### config.mk
export PLATFORM = sky130hd
export DESIGN_NAME = perceptron_train_ctrl
export DESIGN_NICKNAME = d
export VERILOG_FILES = /design/src/rtl/neuron_pkg.sv /design/src/rtl/mod_counter.sv /design/src/rtl/perceptron_train_ctrl.sv
export SDC_FILE = /design/constraint.sdc
export NUM_CORES = 1
export LEC_CHECK = 0
export ABC_AREA = 1
export CAP_MARGIN = 20
export CORE_MARGIN = 2
export CORE_UTILIZATION = 46
export CTS_BUF_LIST = sky130_fd_sc_hd__clkbuf_4 sky130_fd_sc_hd__clkbuf_8 sky130_fd_sc_hd__clkbuf_16
export DETAILED_ROUTE_END_ITERATION = 8
export PLACE_DENSITY = 0.73
export SLEW_MARGIN = 15
export SYNTH_ARGS = -nofsm -noshare
export SYNTH_HDL_FRONTEND = slang
export SYNTH_HIERARCHICAL = 1
export SYNTH_SLANG_ARGS = --single-unit
### constraint.sdc
create_clock -name clk -period 2 [get_ports clk]
set_input_delay 0.2 -clock clk [delete_from_list [all_inputs] [get_ports clk]]
set_output_delay 0.2 -clock clk [all_outputs]
set_load 0.1 [all_outputs]
### src/rtl/neuron_pkg.sv
// Shared types and default sizing for the perceptron training controller.
// The state encoding is exported so the bench and debug logic can name states.
package neuron_pkg;

    localparam int N_SAMPLES = 4;
    localparam int ADDR_W    = 2;
    localparam int MAX_EPOCH = 15;
    localparam int EPOCH_W   = 4;

    typedef enum logic [2:0] {
        S_IDLE,
        S_INIT,
        S_FETCH,
        S_EVAL,
        S_UPDATE,
        S_NEXT,
        S_CHECK,
        S_DONE
    } state_t;

endpackage

### src/rtl/mod_counter.sv
// Clear/increment counter with a terminal-count flag.
// Incrementing while at the terminal value wraps back to zero.
module mod_counter #(
    parameter int W    = 2,
    parameter int TERM = 3
) (
    input  logic         clk,
    input  logic         rst,
    input  logic         i_clr,
    input  logic         i_inc,
    output logic [W-1:0] o_count,
    output logic         o_tc
);

    localparam logic [W-1:0] TERM_V = W'(TERM);

    logic [W-1:0] r_count;

    always_ff @(posedge clk or posedge rst) begin
        if (rst) begin
            r_count <= '0;
        end else if (i_clr) begin
            r_count <= '0;
        end else if (i_inc) begin
            if (r_count == TERM_V) r_count <= '0;
            else                   r_count <= r_count + 1'b1;
        end
    end

    assign o_count = r_count;
    assign o_tc    = (r_count == TERM_V);

endmodule

### src/rtl/perceptron_train_ctrl.sv
// Sequencer for the two-input perceptron training datapath: walks the samples,
// strobes load/update/clear, and stops on an error-free epoch or the epoch limit.
module perceptron_train_ctrl #(
    parameter int N_SAMPLES = neuron_pkg::N_SAMPLES,
    parameter int ADDR_W    = neuron_pkg::ADDR_W,
    parameter int MAX_EPOCH = neuron_pkg::MAX_EPOCH,
    parameter int EPOCH_W   = neuron_pkg::EPOCH_W
) (
    input  logic                clk,
    input  logic                rst,
    input  logic                start,
    input  logic                mismatch,
    output logic [ADDR_W-1:0]   addr,
    output logic                ld_x,
    output logic                ld_w,
    output logic                clr_w,
    output logic                busy,
    output logic                done,
    output logic                converged,
    output logic                timeout,
    output logic [EPOCH_W-1:0]  epoch,
    output neuron_pkg::state_t  dbg_state
);

    import neuron_pkg::*;

    state_t r_state;
    state_t w_next;

    logic r_err_seen;
    logic r_converged;
    logic r_timeout;

    logic w_addr_clr, w_addr_inc, w_addr_tc;
    logic w_ep_clr, w_ep_inc, w_ep_tc;
    logic w_err_set, w_err_clr;
    logic w_flags_clr, w_set_conv, w_set_tmo;

    mod_counter #(.W(ADDR_W), .TERM(N_SAMPLES - 1)) u_addr_cnt (
        .clk     (clk),
        .rst     (rst),
        .i_clr   (w_addr_clr),
        .i_inc   (w_addr_inc),
        .o_count (addr),
        .o_tc    (w_addr_tc)
    );

    mod_counter #(.W(EPOCH_W), .TERM(MAX_EPOCH - 1)) u_epoch_cnt (
        .clk     (clk),
        .rst     (rst),
        .i_clr   (w_ep_clr),
        .i_inc   (w_ep_inc),
        .o_count (epoch),
        .o_tc    (w_ep_tc)
    );

    always_ff @(posedge clk or posedge rst) begin
        if (rst) r_state <= S_IDLE;
        else     r_state <= w_next;
    end

    always_comb begin
        w_next      = r_state;
        w_addr_clr  = 1'b0;
        w_addr_inc  = 1'b0;
        w_ep_clr    = 1'b0;
        w_ep_inc    = 1'b0;
        w_err_set   = 1'b0;
        w_err_clr   = 1'b0;
        w_flags_clr = 1'b0;
        w_set_conv  = 1'b0;
        w_set_tmo   = 1'b0;
        case (r_state)
            S_IDLE:   if (start) w_next = S_INIT;
            S_INIT: begin
                w_addr_clr  = 1'b1;
                w_ep_clr    = 1'b1;
                w_err_clr   = 1'b1;
                w_flags_clr = 1'b1;
                w_next      = S_FETCH;
            end
            S_FETCH:  w_next = S_EVAL;
            S_EVAL:   w_next = mismatch ? S_UPDATE : S_NEXT;
            S_UPDATE: begin
                w_err_set = 1'b1;
                w_next    = S_NEXT;
            end
            // The address counter wraps to 0 on its own when leaving the last sample.
            S_NEXT: begin
                w_addr_inc = 1'b1;
                w_next     = w_addr_tc ? S_CHECK : S_FETCH;
            end
            S_CHECK: begin
                if (!r_err_seen) begin
                    w_set_conv = 1'b1;
                    w_next     = S_DONE;
                end else if (w_ep_tc) begin
                    w_set_tmo = 1'b1;
                    w_next    = S_DONE;
                end else begin
                    w_ep_inc  = 1'b1;
                    w_err_clr = 1'b1;
                    w_next    = S_FETCH;
                end
            end
            S_DONE:   if (!start) w_next = S_IDLE;
            default:  w_next = S_IDLE;
        endcase
    end

    always_ff @(posedge clk or posedge rst) begin
        if (rst) begin
            r_err_seen  <= 1'b0;
            r_converged <= 1'b0;
            r_timeout   <= 1'b0;
        end else begin
            if (w_err_clr)      r_err_seen <= 1'b0;
            else if (w_err_set) r_err_seen <= 1'b1;

            if (w_flags_clr) begin
                r_converged <= 1'b0;
                r_timeout   <= 1'b0;
            end else begin
                if (w_set_conv) r_converged <= 1'b1;
                if (w_set_tmo)  r_timeout   <= 1'b1;
            end
        end
    end

    assign ld_x      = (r_state == S_FETCH);
    assign ld_w      = (r_state == S_UPDATE);
    assign clr_w     = (r_state == S_INIT);
    assign busy      = (r_state != S_IDLE) && (r_state != S_DONE);
    assign done      = (r_state == S_DONE);
    assign converged = r_converged;
    assign timeout   = r_timeout;
    assign dbg_state = r_state;

endmodule

==> impl_metrics.json <==
{
  "syn_area_per_cell_um2": 7.33,
  "layout-drive-gt1-share": 0.333,
  "fin_nets": 128,
  "grt_max_degree": 11,
  "status": "complete, no violations",
  "hold_violations": 0,
  "start_util": 0.487,
  "port_buffers": 19,
  "crit_buf_inv": 4,
  "clock_skew_ns": 0.00514,
  "crit_start": "u_epoch_cnt/o_count[0]",
  "syn_area_um2": 726,
  "finalMaxSlewViolations": 0,
  "netlist_top_cells_area": "dfrtp_1 41%, nand2_1 13%, inv_1 8.3%",
  "crit_path_frequent_cell": "inv_1",
  "yosys_warnings": 6,
  "synth_top_cell_by_area": "dfrtp_1",
  "fmax_mhz": 597,
  "vias": 664,
  "pin_count": 20,
  "cts_tree": "built",
  "wl_per_cell_um": 11.3,
  "hold_buffers": 0,
  "min_period_ns": 1.67,
  "cp_top_family": "simple AND/OR/NAND/NOR gates",
  "cts_buffer_depth": 2,
  "clock-sinks": 12,
  "drc": 0,
  "slew_headroom": 0.819,
  "reg2reg_from": "u_epoch_cnt/o_count[0]",
  "seq_area_frac_synth": 0.414,
  "syn_nets": 106,
  "place.gp.congestion": 0.829,
  "drv_cap": 0,
  "vias_per_cell": 4.88,
  "cts_root_buf": "clkbuf_4",
  "crit_chain": "inv_1, ha_1, nand3_2, inv_1, inv_1, nand2_1, nor2_2, inv_1, nor2_1, nand2_2, o21ai_0",
  "r2r_setup_slack_ns": 0.33,
  "synth_cell_type_count": 18,
  "wl_mm": 1.54,
  "path_clk_slew_ns": 0.07,
  "coreArea_um2": 1490,
  "setup_viol": 0,
  "worstPathRequired_ns": 2.18,
  "crit_path_start_kind": "flop",
  "slowest_stage": "dfrtp_2",
  "synthCells": 99,
  "rsz0062_at_grt": "false",
  "worstSetupPathType": "flop to flop",
  "hpwl_mm": 1.23,
  "first_pass_iters": 4,
  "route.antenna.remaining_nets": 0,
  "worstPathMaxFanout": 7,
  "grt_pass1_wl_mm": 2.62,
  "max_stage_delay_ns": 0.42,
  "grt.overflow.total": 0,
  "crit_arrival_ns": 1.86,
  "clock_latency_ns": 0.27,
  "fp-row-count": 14,
  "globalRouteTotalUtil": 0.185,
  "finalCritPeriodShare": 0.837,
  "area_delta_synth_final_pct": 40.7,
  "ctsResizeCount": 0,
  "drt_iter0_markers": 24,
  "h-tree-depth": 1,
  "die_y_um": 43.7,
  "diodes": 0,
  "antenna_found_initial": 0,
  "ys_ff_latch": 12,
  "tightest_slew_ns": 0.271,
  "synth_top_cell_area_share": 0.414,
  "dieArea_um2": 1910,
  "numCtsBuffers": 3,
  "postCtsSetupRepairBufs": 0,
  "fin_setup_tns_ns": 0,
  "die_w_um": 43.7,
  "first_global_vias": 620,
  "hold_path.class": "input pin to async pin",
  "endpoint_kind": "flop"
}
synth_stat cells:
cell type  number
nand3_2         1
nand2_2         4
nand4_1         3
o21ai_0         4
o21ai_1         4
a21oi_1         1
ha_1            3
nand2_1        26
nand3_1         6
nor2_1          9
inv_1          16
dfrtp_1        12
nor2_4          1
inv_2           2
buf_6           1
nor3_1          1
buf_4           1
nor2_2          4
logic make-up after synthesis:
family | synth area share
AO/OA/AOI/OAI | 0.0621
adder cells (fa/ha/maj) | 0.0517
buffers and inverters | 0.119
flip-flops | 0.414
AND/OR/NAND/NOR | 0.353
worst reg2reg max path, delay by kind of cell, from the launching register on:
family                   cells  cell delay, ns
buffers and inverters        4            0.26
AND/OR/NAND/NOR              5            0.53
flip-flops                   1            0.42
AO/OA/AOI/OAI                1            0.18
adder cells (fa/ha/maj)      1            0.20
state kept, by name, indices dropped and copies added (netlist names):
name and count:
dbg_state 3, converged 1, u_addr_cnt/o_count 2, timeout 1, u_epoch_cnt/o_count 4, r_err_seen 1
metrics by stage:
| step | utilization | hold slack, ns | setup slack, ns | cells | cell area [µm²] |
|---|---|---|---|---|---|
| global route | 0.686 | 0.111 | 0.163 | 136 | 1020 |
| floorplan | - | -0.0588 | 0.00355 | 99 | 777 |
| global placement | 0.666 | 0.418 | 0.459 | 132 | 991 |
| finish | 0.686 | 0.120 | 0.325 | 136 | 1020 |
| detailed placement | 0.666 | 0.413 | 0.359 | 132 | 991 |
| CTS | 0.686 | 0.115 | 0.339 | 136 | 1020 |
cells in the final DEF (no fill, tap or decap), types with 3 or more instances in the layout:
cell | netlist | layout
nand2_1 | 26 | 26
inv_1 | 16 | 16
buf_4 | 1 | 11
nor2_1 | 9 | 8
dfrtp_1 | 12 | 7
nand3_1 | 6 | 6
buf_12 | 0 | 5
nand2_2 | 4 | 4
o21ai_1 | 4 | 4
o21ai_0 | 4 | 4
clkbuf_4 | 0 | 4
nor2_4 | 1 | 3
nor2_2 | 4 | 3
nand4_1 | 3 | 3
dfrtp_4 | 0 | 3
clkdlybuf4s50_1 | 0 | 3
ha_1 | 3 | 3
metal layers:
metal  global-route usage  routed length (µm)  vias to the layer above
met5                    0                   0                        -
met4               0.0364                   0                        0
met3               0.0792                 100                        0
met2                0.303                 757                       18
met1                0.228                 678                      297
li1                     -                   -                      349
worst paths after layout:
path	end	depth (start not counted)
setup / recovery	u_epoch_cnt/o_count[0]	11
hold / removal	u_addr_cnt/o_count[0]	2
setup reg to reg	u_epoch_cnt/o_count[0]	11
hold reg to reg	timeout	2
max in group asynchronous	dbg_state[0]	2
min in group clk	timeout	2
layout make-up:
cell class              count  area, µm²
repair buffers             19        213
fillers                   132        468
multi-input cells          67        374
flip-flops and latches     12        314
clock buffers               4       30.0
inverters                  18       70.1
well taps                  16       20.0
Power is left out: the tool's default activity adds up to more than one toggle a clock period on the data nets, which glitch-free logic cannot reach.
